File: src/rtl/synth_cmd_parser_if.sv
// Command FIFO and readback echo bus between the synth command parser and the CPU stream.
// The parser side takes the master modport; the FIFO/readback side takes the slave modport.
interface synth_cmd_parser_if;
    localparam int unsigned WORD_W = 32;

    logic              fifo_empty;
    logic              fifo_rd_en;
    logic [WORD_W-1:0] fifo_dout;
    logic              echo_wr_en;
    logic [WORD_W-1:0] echo_data;
    logic              echo_full;

    modport master (
        input  fifo_empty,
        input  fifo_dout,
        input  echo_full,
        output fifo_rd_en,
        output echo_wr_en,
        output echo_data
    );

    modport slave (
        output fifo_empty,
        output fifo_dout,
        output echo_full,
        input  fifo_rd_en,
        input  echo_wr_en,
        input  echo_data
    );
endinterface

File: src/rtl/synth_cmd_parser.sv
// Decodes CPU command words into tone period, note pulses and mute for the synth voice.
// Define SYNTH_CMD_ECHO_EN to echo every executed word to the readback FIFO.
module synth_cmd_parser #(
    parameter int unsigned PERIOD_W = 23,
    parameter int unsigned WAIT_W   = 24,
    parameter int unsigned ERR_W    = 8
) (
    input  logic                  clk,
    input  logic                  rst_b,
    input  logic                  stream_open,
    synth_cmd_parser_if.master    bus,
    output logic [PERIOD_W-1:0]   period,
    output logic                  note_on,
    output logic                  note_off,
    output logic                  note_active,
    output logic                  mute,
    output logic                  busy,
    output logic [ERR_W-1:0]      err_cnt
);
    localparam int unsigned WORD_W = 32;
    localparam int unsigned OP_W   = 4;

    localparam logic [OP_W-1:0] OP_NOP      = 4'h0;
    localparam logic [OP_W-1:0] OP_NOTE_ON  = 4'h1;
    localparam logic [OP_W-1:0] OP_NOTE_OFF = 4'h2;
    localparam logic [OP_W-1:0] OP_MUTE     = 4'h3;
    localparam logic [OP_W-1:0] OP_WAIT     = 4'h4;

    typedef enum logic [1:0] {
        ST_IDLE  = 2'd0,
        ST_FETCH = 2'd1,
        ST_EXEC  = 2'd2,
        ST_WAIT  = 2'd3
    } state_t;

    state_t              state;
    state_t              state_nxt;
    logic [WORD_W-1:0]   cmd;
    logic [WORD_W-1:0]   cmd_nxt;
    logic [WAIT_W-1:0]   wait_cnt;
    logic [WAIT_W-1:0]   wait_nxt;
    logic [PERIOD_W-1:0] period_nxt;
    logic                note_on_nxt;
    logic                note_off_nxt;
    logic                active_nxt;
    logic                mute_nxt;
    logic [ERR_W-1:0]    err_nxt;
    logic                pop_c;
    logic                exec_go;

    logic [OP_W-1:0]     cmd_op;
    logic [PERIOD_W-1:0] cmd_period;
    logic [WAIT_W-1:0]   cmd_wait;

    assign cmd_op     = cmd[WORD_W-1 -: OP_W];
    assign cmd_period = cmd[PERIOD_W-1:0];
    assign cmd_wait   = cmd[WAIT_W-1:0];

    // Pop decision comes straight from the registered state so data lands in FETCH.
    assign pop_c          = (state == ST_IDLE) && !bus.fifo_empty && stream_open;
    assign bus.fifo_rd_en = pop_c;
    assign busy           = (state != ST_IDLE);

`ifdef SYNTH_CMD_ECHO_EN
    logic              echo_wr_q;
    logic              echo_wr_nxt;
    logic [WORD_W-1:0] echo_data_q;
    logic [WORD_W-1:0] echo_data_nxt;

    // A full readback FIFO holds the command in EXEC until there is room for its echo.
    assign exec_go        = !bus.echo_full;
    assign bus.echo_wr_en = echo_wr_q;
    assign bus.echo_data  = echo_data_q;
`else
    logic unused_echo_full;
    logic unused_cmd;

    assign exec_go          = 1'b1;
    assign unused_echo_full = bus.echo_full;
    assign unused_cmd       = ^cmd;
    assign bus.echo_wr_en   = 1'b0;
    assign bus.echo_data    = '0;
`endif

    // State and output registers.
    always_ff @(posedge clk or negedge rst_b) begin
        if (!rst_b) begin
            state       <= ST_IDLE;
            cmd         <= '0;
            wait_cnt    <= '0;
            period      <= '0;
            note_on     <= 1'b0;
            note_off    <= 1'b0;
            note_active <= 1'b0;
            mute        <= 1'b0;
            err_cnt     <= '0;
`ifdef SYNTH_CMD_ECHO_EN
            echo_wr_q   <= 1'b0;
            echo_data_q <= '0;
`endif
        end else begin
            state       <= state_nxt;
            cmd         <= cmd_nxt;
            wait_cnt    <= wait_nxt;
            period      <= period_nxt;
            note_on     <= note_on_nxt;
            note_off    <= note_off_nxt;
            note_active <= active_nxt;
            mute        <= mute_nxt;
            err_cnt     <= err_nxt;
`ifdef SYNTH_CMD_ECHO_EN
            echo_wr_q   <= echo_wr_nxt;
            echo_data_q <= echo_data_nxt;
`endif
        end
    end

    // Next-state and registered-output decode.
    always_comb begin
        state_nxt    = state;
        cmd_nxt      = cmd;
        wait_nxt     = wait_cnt;
        period_nxt   = period;
        note_on_nxt  = 1'b0;
        note_off_nxt = 1'b0;
        active_nxt   = note_active;
        mute_nxt     = mute;
        err_nxt      = err_cnt;
`ifdef SYNTH_CMD_ECHO_EN
        echo_wr_nxt   = 1'b0;
        echo_data_nxt = echo_data_q;
`endif

        if (!stream_open) begin
            // Flush: drop any in-flight command and release a sounding note.
            state_nxt = ST_IDLE;
            wait_nxt  = '0;
            if (note_active) begin
                note_off_nxt = 1'b1;
                active_nxt   = 1'b0;
            end
        end else begin
            case (state)
                ST_IDLE: begin
                    if (pop_c) begin
                        state_nxt = ST_FETCH;
                    end
                end

                ST_FETCH: begin
                    cmd_nxt   = bus.fifo_dout;
                    state_nxt = ST_EXEC;
                end

                ST_EXEC: begin
                    if (exec_go) begin
                        state_nxt = ST_IDLE;
`ifdef SYNTH_CMD_ECHO_EN
                        echo_wr_nxt   = 1'b1;
                        echo_data_nxt = cmd;
`endif
                        case (cmd_op)
                            OP_NOP: ;
                            OP_NOTE_ON, OP_NOTE_OFF: begin
                                // A zero period is a note-off; period is held for the release tail.
                                if ((cmd_op == OP_NOTE_ON) && (cmd_period != '0)) begin
                                    period_nxt  = cmd_period;
                                    note_on_nxt = 1'b1;
                                    active_nxt  = 1'b1;
                                end else if (note_active) begin
                                    note_off_nxt = 1'b1;
                                    active_nxt   = 1'b0;
                                end
                            end
                            OP_MUTE: begin
                                mute_nxt = cmd[0];
                            end
                            OP_WAIT: begin
                                if (cmd_wait != '0) begin
                                    wait_nxt  = cmd_wait;
                                    state_nxt = ST_WAIT;
                                end
                            end
                            default: begin
                                if (err_cnt != {ERR_W{1'b1}}) begin
                                    err_nxt = err_cnt + ERR_W'(1);
                                end
                            end
                        endcase
                    end
                end

                ST_WAIT: begin
                    // Counter was loaded with the full count, so WAIT lasts exactly count cycles.
                    wait_nxt = wait_cnt - WAIT_W'(1);
                    if (wait_cnt <= WAIT_W'(1)) begin
                        wait_nxt  = '0;
                        state_nxt = ST_IDLE;
                    end
                end

                default: begin
                    state_nxt = ST_IDLE;
                end
            endcase
        end
    end
endmodule

File: src/flat_wrapper.sv
// flat-port wrapper written by rule: the top's interface ports become plain ports
module synth_cmd_parser_flat 
#(
    parameter int unsigned PERIOD_W = 23,
    parameter int unsigned WAIT_W   = 24,
    parameter int unsigned ERR_W    = 8
)
  (clk, rst_b, stream_open, period, note_on, note_off, note_active, mute, busy, err_cnt, bus_fifo_empty, bus_fifo_dout, bus_echo_full, bus_fifo_rd_en, bus_echo_wr_en, bus_echo_data);
  synth_cmd_parser_if bus_i ();
  input  logic clk;
  input  logic rst_b;
  input  logic stream_open;
  output logic [PERIOD_W-1:0] period;
  output logic note_on;
  output logic note_off;
  output logic note_active;
  output logic mute;
  output logic busy;
  output logic [ERR_W-1:0] err_cnt;
  input wire logic [$bits(bus_i.fifo_empty)-1:0] bus_fifo_empty;
  input wire logic [$bits(bus_i.fifo_dout)-1:0] bus_fifo_dout;
  input wire logic [$bits(bus_i.echo_full)-1:0] bus_echo_full;
  output wire logic [$bits(bus_i.fifo_rd_en)-1:0] bus_fifo_rd_en;
  output wire logic [$bits(bus_i.echo_wr_en)-1:0] bus_echo_wr_en;
  output wire logic [$bits(bus_i.echo_data)-1:0] bus_echo_data;
  assign bus_i.fifo_empty = bus_fifo_empty;
  assign bus_i.fifo_dout = bus_fifo_dout;
  assign bus_i.echo_full = bus_echo_full;
  assign bus_fifo_rd_en = bus_i.fifo_rd_en;
  assign bus_echo_wr_en = bus_i.echo_wr_en;
  assign bus_echo_data = bus_i.echo_data;
  synth_cmd_parser #(.PERIOD_W(PERIOD_W), .WAIT_W(WAIT_W), .ERR_W(ERR_W)) u_core (.clk(clk), .rst_b(rst_b), .stream_open(stream_open), .bus(bus_i), .period(period), .note_on(note_on), .note_off(note_off), .note_active(note_active), .mute(mute), .busy(busy), .err_cnt(err_cnt));
endmodule
File: config.mk
export PLATFORM = sky130hd
export DESIGN_NAME = synth_cmd_parser_flat
export DESIGN_NICKNAME = d
export VERILOG_FILES = /design/src/rtl/synth_cmd_parser_if.sv /design/src/rtl/synth_cmd_parser.sv /design/src/flat_wrapper.sv
export SDC_FILE = /design/constraint.sdc
export NUM_CORES = 1
export LEC_CHECK = 0
export CELL_PAD_IN_SITES_DETAIL_PLACEMENT = 1
export CELL_PAD_IN_SITES_GLOBAL_PLACEMENT = 2
export CORE_MARGIN = 3
export CORE_UTILIZATION = 33
export CTS_CLUSTER_SIZE = 28
export DETAILED_ROUTE_END_ITERATION = 10
export GPL_ROUTABILITY_DRIVEN = 0
export GPL_TIMING_DRIVEN = 0
export PLACE_DENSITY = 0.86
export RECOVER_POWER = 100
export SYNTH_ARGS = -nofsm -noshare
export SYNTH_HDL_FRONTEND = slang
export SYNTH_SLANG_ARGS = --single-unit
File: constraint.sdc
create_clock -name clk -period 2.3 [get_ports clk]
set_clock_uncertainty 0.1 [all_clocks]
set_input_delay 0.46 -clock clk [delete_from_list [all_inputs] [get_ports clk]]
set_output_delay 0.46 -clock clk [all_outputs]
set_load 0.005 [all_outputs]
# Yosys cells after proc, flatten, opt, wreduce, memory -nomap -nowiden

Index checks and enable logic that the tools add are counted.

Bits in registers: 93
Output and inout bits: 70

Add/sub/neg operators: 2
Order comparisons: 1
Equality and inequality tests: 15
Mux-type cells: 23
Bitwise operators: 1
Reduce and logical (&&, ||, !) cells: 18

Operator list:

| operator                                                                 | count |
|---|---|
| 24-bit two-way mux                                                       | 4 |
| 24-bit one-hot mux with 2 select lines                                   | 1 |
| 24-bit by 1-bit <= comparator with 1-bit output (second input constant)  | 1 |
| 24-bit nonzero test                                                      | 1 |
| 24-bit by 1-bit subtractor with 24-bit output (second input constant)    | 1 |
| 23-bit nonzero test                                                      | 1 |
| 1-bit two-way mux                                                        | 12 |
| 2-bit two-way mux                                                        | 5 |
| 3-bit by 2-bit inequality test with 1-bit output (second input constant) | 3 |
| 8-bit by 1-bit adder with 8-bit output (second input constant)           | 1 |
| 4-bit by 2-bit equality test with 1-bit output (second input constant)   | 2 |
| 8-bit inequality test (second input constant)                            | 1 |
| 2-bit one-hot mux with 4 select lines                                    | 1 |
| 4-bit AND reduction                                                      | 2 |
| 2-bit AND reduction                                                      | 3 |
| 3-bit AND reduction                                                      | 2 |
| 5-bit OR reduction                                                       | 1 |
| 2-bit equality test (second input constant)                              | 2 |
| 4-bit by 1-bit equality test with 1-bit output (second input constant)   | 1 |
| 4-bit by 3-bit equality test with 1-bit output (second input constant)   | 1 |
| 4-bit zero test                                                          | 1 |
| 2-bit by 1-bit inequality test with 1-bit output (second input constant) | 2 |
| 1-bit logical AND                                                        | 3 |
| 3-bit by 1-bit inequality test with 1-bit output (second input constant) | 1 |
| other kinds (7)                                                          | 7 |

# Logic depth before layout (Yosys ltp)

Gate-level depths: netlist of the first run.

Depth after elaboration: 6
Mapped depth: 8
Depth with buffers taken out: 7

# Least setup slack after synthesis of the first run

No wires, ideal clock.

Path kind: reg-to-reg
Start point: reg u_core.wait_cnt[0]
End point: reg u_core.wait_cnt[22]
Setup time: 127 ps
Arrival: 1730 ps
Setup slack: 343 ps
Cell stages (with the launch flop): 8
Buffers on the path: 0
Cells stage by stage: dfrtp_1 inv_1 ha_1 or3b_2 nor4_4 nand4_1 xor2_1 o211ai_2

Longest elaborated chain between the ends: 4

Ends and longest elaborated chain:

| element                                                                                                          | RTL line                                         | RTL |
|---|---|---|
| from (decl)                                                                                                      | synth_cmd_parser.sv:40                           | `logic [WAIT_W-1:0] wait_cnt;` |
| from (signal assigned)                                                                                           | synth_cmd_parser.sv:104                          | `wait_cnt <= wait_nxt;` |
| 24-bit by 1-bit subtractor with 24-bit output or 24-bit by 1-bit <= comparator with 1-bit output (tied branches) | synth_cmd_parser.sv:195, synth_cmd_parser.sv:196 |  |
| 24-bit two-way mux *                                                                                             | synth_cmd_parser.sv:196                          | `if (wait_cnt <= WAIT_W'(1)) begin` |
| 24-bit one-hot mux with 2 select lines *                                                                         | synth_cmd_parser.sv:143                          | `case (state)` |
| 24-bit two-way mux *                                                                                             | synth_cmd_parser.sv:134                          | `if (!stream_open) begin` |

Every way passes the cells marked *; elsewhere a longest branch is shown, timed or not.
A chain may end at the register's enable or synchronous reset.

# Worst setup path in the final report of the first run

Start point: reg u_core.cmd[1]
End point: reg u_core.state[1]

Longest elaborated chain between the ends: 5

Ends and longest elaborated chain:

| element                               | RTL line                | RTL |
|---|---|---|
| from (decl)                           | synth_cmd_parser.sv:38  | `logic [WORD_W-1:0] cmd;` |
| from (signal assigned)                | synth_cmd_parser.sv:103 | `cmd <= cmd_nxt;` |
| 24-bit nonzero test                   | synth_cmd_parser.sv:179 | `if (cmd_wait != '0) begin` |
| 2-bit two-way mux                     | synth_cmd_parser.sv:179 |  |
| 2-bit two-way mux                     | synth_cmd_parser.sv:162 | `case (cmd_op)` |
| 2-bit one-hot mux with 4 select lines | synth_cmd_parser.sv:143 |  |
| 2-bit two-way mux                     | synth_cmd_parser.sv:134 |  |
| to (signal assigned)                  | synth_cmd_parser.sv:102 | `state <= state_nxt;` |
| to (decl)                             | synth_cmd_parser.sv:36  | `state_t state;` |

No other way between the ends.

==> qor.yml, run 1 <==
numCtsBuffers: 9
synthTopCellsByArea: "dfrtp_1, mux2_2, buf_4"
die_w_um: 128
drive_gt1_frac: 0.324
core_area_um2: 14100
powerDensity_nw_per_um2: 762
synth-seq-cells: 89
clockBufferDepth: 2
endpoint_kind: "flop"
htree_levels: 3
avgSynthCellArea_um2: 11.2
dr_wl_met3_um: 732
clk_pin_slew_ps: 70
tritoncts: "built"
netlist_area_um2: 4870
path_max_fanout: 6
root_buffer: "clkbuf_16"
worst_slew_pin_slew_ps: 1130
routed_via_density: 5.33
drtIter0Drc: 195
p_leak_uw: 0.00305
fin_crit_ps: 2310
clock-sinks: 89
r2r_end: "u_core.state[1]"
grt_pass1_wl_um: 22200
grt_antenna_before_repair: 0
stdcell_count: 754
fin_ws_ps: -11.0
start_util: 0.344
first_pass_iters: 5
violations: "negative setup slack"
multi_input_area_um2: 2400
wl_met1_um: 6270
synth.top_cells.by_count: "dfrtp_1, mux2_2, buf_4"
fp.dieArea_um2: 16300
synth-async-reset-ratio: 1.00
seqCellArea_um2: 2240
ff2ff_path_depth: 5
hold_buffers: 0
crit_arrival_ps: 2450
clk_latency_ps: 350
critPathSlowestCell: "o41a_4"
synthMostInstantiatedCell: "dfrtp_1"
ys.flop_type: "dfrtp_1"
diodes: 0
drv_slew: 0
drc_errors: 0
r2r_slack_ps: -10
yosys.area.top_type_share: 0.457
wl_per_cell_um: 19.4
utilization: 0.458
fmax_mhz: 433
slew_headroom: 0.244
drv_cap: 0
overflow: 0
syn_to_final_growth_pct: 32.9
post-place-ws_ps: -757
vias: 4022
fillers: 1563
die_h_um: 128
layout.nets: 609
r2r_start: "u_core.cmd[1]"
synth_edf_count: 0
drtAntennaViolNets: 0
grt_max_degree: 48
peakVddDrop_mv: 0.525
critPathLaunchType: "flop"
hold_viol: 0
rows: 43
post-route-period-util: 1.00
port_buffers: 68
yosysUniqueCellTypes: 64
grt_pass1_vias: 4018
crit_start: "u_core.cmd[1]"
place_inst: 716
critical_path_class: "flop to flop"
dp_hpwl_um: 9960
grt.total_usage: 0.174
syn_inst: 435
worstPathRequired_ps: 2440
max_stage_delay_ps: 610
io-pin-count: 107
dr_wl_met2_um: 7420
setup-violations-final: 3
path_cells: "nor4_4, nand4_4, o41a_4, buf_6, o221a_2"
top_layer: "met4"
synth_top_cell_by_area: "dfrtp_1"
hold_class: "input port to async pin"
drt-total-wl_um: 14700
synth-seq-area-share: 0.457
yosysWarnings: 0
status: "finished with violations"
-- sequential cells by signal (all words and copies together), names as in the netlist --
register / cells
u_core.cmd: 28
u_core.err_cnt: 8
u_core.mute: 1
u_core.note_active: 1
u_core.note_off: 1
u_core.note_on: 1
u_core.period: 23
u_core.state: 2
u_core.wait_cnt: 24
-- critical path: cells and delay by family (launching register included) --
family	cells	cell delay, ps
flip-flops	1	450
buffers and inverters	1	150
AND/OR/NAND/NOR	2	640
AO/OA/AOI/OAI	2	860
-- per-stage QoR --
stage	setup TNS, ps	hold slack [ps]	power (uW)	area, um2
3_5_place_dp	-20950	379	3400	5920
2_1_floorplan	0	64.4	2820	4990
3_3_place_gp	-256630	372	3350	5900
4_1_cts	0	25.3	4950	6290
6_report	-26.7	208	4940	6480
5_1_grt	-500	283	5200	6480
-- area by class of cell --
type	count	area share
clock inverter	6	0.0100
sequential	89	0.345
tap	180	0.0348
clock buffer	10	0.0369
timing repair buffer	92	0.133
buffer	56	0.0643
multi-input combinational	312	0.370
inverter	9	0.00579
-- worst max path at each step --
stage                                      to  slack (ps)
after global placement       u_core.period[4]       -2730
after floorplan           u_core.wait_cnt[22]         340
after CTS                 u_core.wait_cnt[17]          20
after global routing         u_core.period[5]         -50
after detailed placement       bus_fifo_rd_en        -760
final                         u_core.state[1]         -10
-- metal layers --
metal	vias up	global-route usage
met3	21	0.0334
li1	1820	-
met2	127	0.284
met5	-	0
met4	0	0.0549
met1	2054	0.235
-- cells by family (layout without fill, tap and decap cells) --
family / Yosys count / after routing / share of synthesized area
adder cells (fa/ha/maj): 3 / 3 / 0.00770
multiplexers: 53 / 53 / 0.122
other: 1 / 33 / 0.000770
buffers and inverters: 66 / 173 / 0.0845
AND/OR/NAND/NOR: 130 / 130 / 0.174
flip-flops: 89 / 89 / 0.457
XOR/XNOR: 12 / 12 / 0.0216
AO/OA/AOI/OAI: 81 / 81 / 0.132
-- layout by cell type (no fill, tap or decap), drive strengths merged, types with 7 or more instances in the layout --
cell / Yosys / final
nand2: 36 / 36
conb: 1 / 33
a21oi: 16 / 16
clkdlybuf4s50: 0 / 36
buf: 48 / 70
a32oi: 7 / 7
dfrtp: 89 / 89
inv: 9 / 9
dlygate4sd3: 0 / 30
nand4: 10 / 10
xnor2: 7 / 7
nor3: 11 / 11
clkbuf: 9 / 22
nor2: 19 / 19
mux2: 53 / 53
nor4: 14 / 14
o22ai: 13 / 13
nand3: 13 / 13
-- where the power goes --
| part | internal [uW] | switching [uW] | total, uW |
|---|---|---|---|
| Combinational | 690 | 553 | 1240 |
| Sequential | 1840 | 348 | 2190 |
| Clock | 873 | 636 | 1510 |
-- timing repair --
item                       CTS  global route
pin swaps                    1            10
resized for setup           10            29
setup endpoints to repair   24            38
setup buffers                6            18
Power figures use the tool's default switching activity.
==> inputs of run 2 (changes only) <==
CORE_UTILIZATION = 35   (was 33)
PLACE_DENSITY = 0.9   (was 0.86)
clock period = 2.9 ns   (was 2.3 ns; I/O delays follow)
==> run 2 against run 1 <==
The flow now finishes without violations. Cell count fell by 3.2%. Worst hold slack better by 130 ps. Critical path depth did not move. Sequential cell count unchanged. First-iteration DRC count did not move. Final area decreased by 4.5%. Setup slack improved by 110 ps. Largest power group unchanged.
==> qor.yml, run 2 (synthesis gave the netlist of run 1 again) <==
grt_antenna_before_repair: 0  # unchanged
io-pin-count: 107  # unchanged
drtAntennaViolNets: 0  # unchanged
diodes: 0  # unchanged
drtIter0Drc: 195  # unchanged
worst_slew_pin_slew_ps: 1150  # was 1130 ps
largest_register_ffs: 28  # unchanged
syn_to_final_growth_pct: 27.0  # was 32.9%
peakVddDrop_mv: 0.264  # was 0.525 mV
crit_arrival_ps: 2120  # was 2450 ps
stdcell_count: 730  # was 754
htree_levels: 3  # unchanged
vias: 3847  # was 4022
drt-total-wl_um: 13600  # was 14700 um
clockBufferDepth: 2  # unchanged
p_leak_uw: 0.00292  # was 0.00305 uW
setup-violations-final: 0  # was 3
path_max_fanout: 10  # was 6
postPlaceCellArea_um2: 5920  # about the same
fin_crit_ps: 2800
final_common_cell: "dfrtp_1"  # unchanged
wl_per_cell_um: 18.6  # was 19.4 um
reg_top3: "u_core.cmd: 28 flops, u_core.wait_cnt: 24 flops, u_core.period: 23 flops"  # unchanged
final.setup.tns_ps: 0  # was -26.7 ps
numCtsBuffers: 9  # unchanged
routed_via_density: 5.27  # was 5.33
slew_headroom: 0.235  # was 0.244
critical_path_class: "input port to output port"  # was flop to flop
place_inst: 712  # was 716
hold_viol: 0  # unchanged
grt.total_usage: 0.184  # was 0.174
dp_hpwl_um: 9870  # was 9960 um
powerDensity_nw_per_um2: 614  # was 762 nW/um2
hold_class: "input port to async pin"  # unchanged
final_area_um2: 6190  # was 6480 um2
clock-sinks: 89  # unchanged
clk_pin_slew_ps: 60  # was 70 ps
grt_max_degree: 69  # was 48
fp.dieArea_um2: 15400  # was 16300 um2
port_buffers: 68  # unchanged
die_h_um: 124  # was 128 um
top_register: "u_core.cmd"  # unchanged
grt_pass1_vias: 4103  # was 4018
rsz0062_at_grt: "false"
final_cell_mix: "dfrtp_1, mux2_2, buf_4"  # was dfrtp_1, buf_4, mux2_2
clk_latency_ps: 350  # about the same
endpoint_kind: "output port"  # was flop
worstPathRequired_ps: 2220  # was 2440 ps
start_util: 0.362  # was 0.344
fillers: 1510  # was 1563
fmax_mhz: 357
seqCellArea_um2: 2230  # was 2240 um2
post-route-period-util: 0.965
die_w_um: 124  # was 128 um
drv_slew: 0  # unchanged
overflow: 0  # unchanged
first_pass_iters: 4  # was 5
finalPower_uw: 3800  # was 4940 uW
grt_pass1_wl_um: 21700  # was 22200 um
status: "finished clean"  # was finished with violations
rows: 42  # was 43
multi_input_area_um2: 2330  # was 2400 um2
tritoncts: "built"  # unchanged
core_area_um2: 13500  # was 14100 um2
drive_gt1_frac: 0.253  # was 0.324
root_buffer: "clkbuf_16"  # unchanged
layout.nets: 589  # was 609
drc_errors: 0  # unchanged
critPathLaunchType: "input port"  # was flop
drv_cap: 0  # unchanged
==> run 2: report_power, final <==
group	internal [uW]	switching, uW
registers	1450	265
clock network	685	482
logic	502	412
total	2640	1160
==> run 2: routing by layer <==
metal | global-route usage | wire [um] | vias up
met3 | 0.0445 | 659 | 13
li1 | - | - | 1771
met4 | 0.0513 | 153 | 0
met1 | 0.221 | 5650 | 1967
met2 | 0.327 | 7130 | 96
met5 | 0 | 0 | -
==> run 2: worst max-delay path, stage by stage <==
cell and delay, ps:
clkdlybuf4s50_1 520, buf_6 170, clkinvlp_4 120, nor3_2 190, clkdlybuf4s50_1 530
==> run 2: worst paths after layout <==
| kind | startpoint | to | slack [ps] | depth (start not counted) |
|---|---|---|---|---|
| worst max-delay path | stream_open | bus_fifo_rd_en | 100 | 5 |
| worst min-delay path | rst_b | u_core.err_cnt[5] | 340 | 1 |
| worst max register to register | u_core.wait_cnt[0] | u_core.wait_cnt[17] | 180 | 8 |
| worst min register to register | u_core.period[15] | u_core.period[15] | 390 | 1 |
| max in group asynchronous | rst_b | u_core.wait_cnt[5] | 730 | 2 |
| min in group clk | u_core.period[15] | u_core.period[15] | 390 | 1 |
==> run 2: repair_timing <==
item | 4_1_cts | 5_1_grt
endpoints found under the setup margin | 1 | 1
cloned | 0 | 0
buffers inserted | 0 | 2
resized for setup | 3 | 3
pin swaps | 0 | 0
hold buffers | 0 | 0
==> run 2: cell type report <==
cell class,instances,area share
clock buffers,10,0.0386
flip-flops and latches,89,0.360
well taps,176,0.0356
plain buffers,57,0.0609
clock inverters,6,0.00930
repair buffers,71,0.113
inverters,9,0.00607
multi-input cells,312,0.377
==> run 2: metrics by stage <==
stage | hold WS, ps | setup slack (ps) | util
2_1_floorplan | 184 | 943 | -
3_5_place_dp | 380 | -354 | 0.440
5_1_grt | 419 | 9.10 | 0.460
6_report | 338 | 103 | 0.460
3_3_place_gp | 373 | -2180 | 0.438
4_1_cts | 19.5 | 23.3 | 0.463
==> inputs of run 3 (changes only) <==
REMOVE_ABC_BUFFERS = 1   (was default)
==> run 3 against run 2 <==
The flow now finishes with violations (max-capacitance violations, max-slew violations). Via count fell by 4.3%. Setup slack improved by 20 ps. Die area stayed put. Combinational power shrank 5.8%. Clock power about the same.
==> qor.yml, run 3 (synthesis gave the netlist of run 1 again) <==
drv_cap: 1  # was 0
fp.dieArea_um2: 15400  # unchanged
post-route-period-util: 0.958  # was 0.965
path_max_fanout: 2  # was 10
grt.total_usage: 0.177  # was 0.184
status: "finished with violations"  # was finished clean
fmax_mhz: 360  # was 357 MHz
grt_pass1_wl_um: 20900  # was 21700 um
worstPathRequired_ps: 2220  # about the same
layout.nets: 534  # was 589
fin_crit_ps: 2780  # was 2800 ps
critPathLaunchType: "input port"  # unchanged
overflow: 0  # unchanged
vias: 3681  # was 3847
finalPower_uw: 3780  # was 3800 uW
p_leak_uw: 0.00268  # was 0.00292 uW
place_inst: 658  # was 712
first_pass_iters: 4  # unchanged
grt_pass1_vias: 3913  # was 4103
final_common_cell: "dfrtp_1"  # unchanged
hold_viol: 0  # unchanged
hold_class: "flop to flop"  # was input port to async pin
final_area_um2: 5890  # was 6190 um2
whs_ps: 379  # was 338 ps
htree_levels: 3  # unchanged
reg_top3: "u_core.cmd: 28 flops, u_core.wait_cnt: 24 flops, u_core.period: 23 flops"  # unchanged
critical_path_class: "input port to output port"  # unchanged
routed_via_density: 5.45  # was 5.27
slew_headroom: -0.167  # was 0.235
peakVddDrop_mv: 0.390  # was 0.264 mV
stdcell_count: 675  # was 730
tritoncts: "built"  # unchanged
final_cell_mix: "dfrtp_1, mux2_2, dlygate4sd3_1"  # was dfrtp_1, mux2_2, buf_4
powerDensity_nw_per_um2: 642  # was 614 nW/um2
setup-violations-final: 0  # unchanged
violations: "max-capacitance violations, max-slew violations"
drive_gt1_frac: 0.186  # was 0.253
crit_arrival_ps: 2100  # was 2120 ps
drtAntennaViolNets: 0  # unchanged
clk_latency_ps: 350  # about the same
syn_to_final_growth_pct: 20.9  # was 27.0%
dp_hpwl_um: 9010  # was 9870 um
core_area_um2: 13500  # unchanged
clockBufferDepth: 2  # unchanged
grt_max_degree: 60  # was 69
drt-total-wl_um: 13000  # was 13600 um
largest_register_ffs: 28  # unchanged
io-pin-count: 107  # unchanged
drc_errors: 0  # unchanged
port_buffers: 68  # unchanged
rsz0062_at_grt: "false"  # unchanged
postPlaceCellArea_um2: 5610  # was 5920 um2
start_util: 0.362  # unchanged
root_buffer: "clkbuf_16"  # unchanged
die_h_um: 124  # unchanged
final.setup.tns_ps: 0  # unchanged
clock-sinks: 89  # unchanged
rows: 42  # unchanged
endpoint_kind: "output port"  # unchanged
wl_per_cell_um: 19.3  # was 18.6 um
clk_pin_slew_ps: 60  # about the same
diodes: 0  # unchanged
top_register: "u_core.cmd"  # unchanged
drv_slew: 31  # was 0
drtIter0Drc: 136  # was 195
die_w_um: 124  # unchanged
numCtsBuffers: 9  # unchanged
grt_antenna_before_repair: 0  # unchanged
worst_slew_pin_slew_ps: 1750  # was 1150 ps
-- run 3: path summary, 6_finish.rpt --
path | startpoint | to | slack (ps) | depth (start not counted)
setup / recovery | bus_fifo_empty | bus_fifo_rd_en | 120 | 4
hold / removal | u_core.period[4] | u_core.period[4] | 380 | 1
setup reg to reg | u_core.cmd[0] | u_core.period[21] | 240 | 6
hold reg to reg | u_core.period[4] | u_core.period[4] | 380 | 1
max in group asynchronous | rst_b | u_core.wait_cnt[3] | 1070 | 2
min in group asynchronous | rst_b | u_core.note_on | 590 | 1
-- run 3: final cells by class --
type	instances	area (um2)
sequential	89	2230
inverter	9	33.8
clock inverter	4	52.6
tap	176	220
clock buffer	12	246
multi-input combinational	313	2370
timing repair buffer	72	734
fill	1491	7560
-- run 3: critical path: stages --
cell	delay (ps)
clkdlybuf4s50_1	440
or2_2	300
nor3_1	220
clkdlybuf4s50_1	560
-- run 3: per-layer routing --
metal,global-route usage,share of wire
met1,0.224,0.43
met2,0.299,0.50
met3,0.0341,0.053
met4,0.0678,0.019
met5,0,0
-- run 3: repair_timing --
item,CTS,global route
resized for setup,8,0
endpoints found under the setup margin,83,0
endpoints found under the hold margin,0,0
hold buffers,0,0
setup buffers,0,0
-- run 3: stage by stage --
step	setup WS [ps]	utilization
floorplan	238	-
CTS	107	0.441
finish	122	0.438
global placement	-2180	0.410
detailed placement	-1370	0.417
global route	74.6	0.438
-- run 3: report_power, final --
group          internal [uW]  switching (uW)
registers               1450             284
logic                    469             392
clock network            692             492
total                   2610            1170
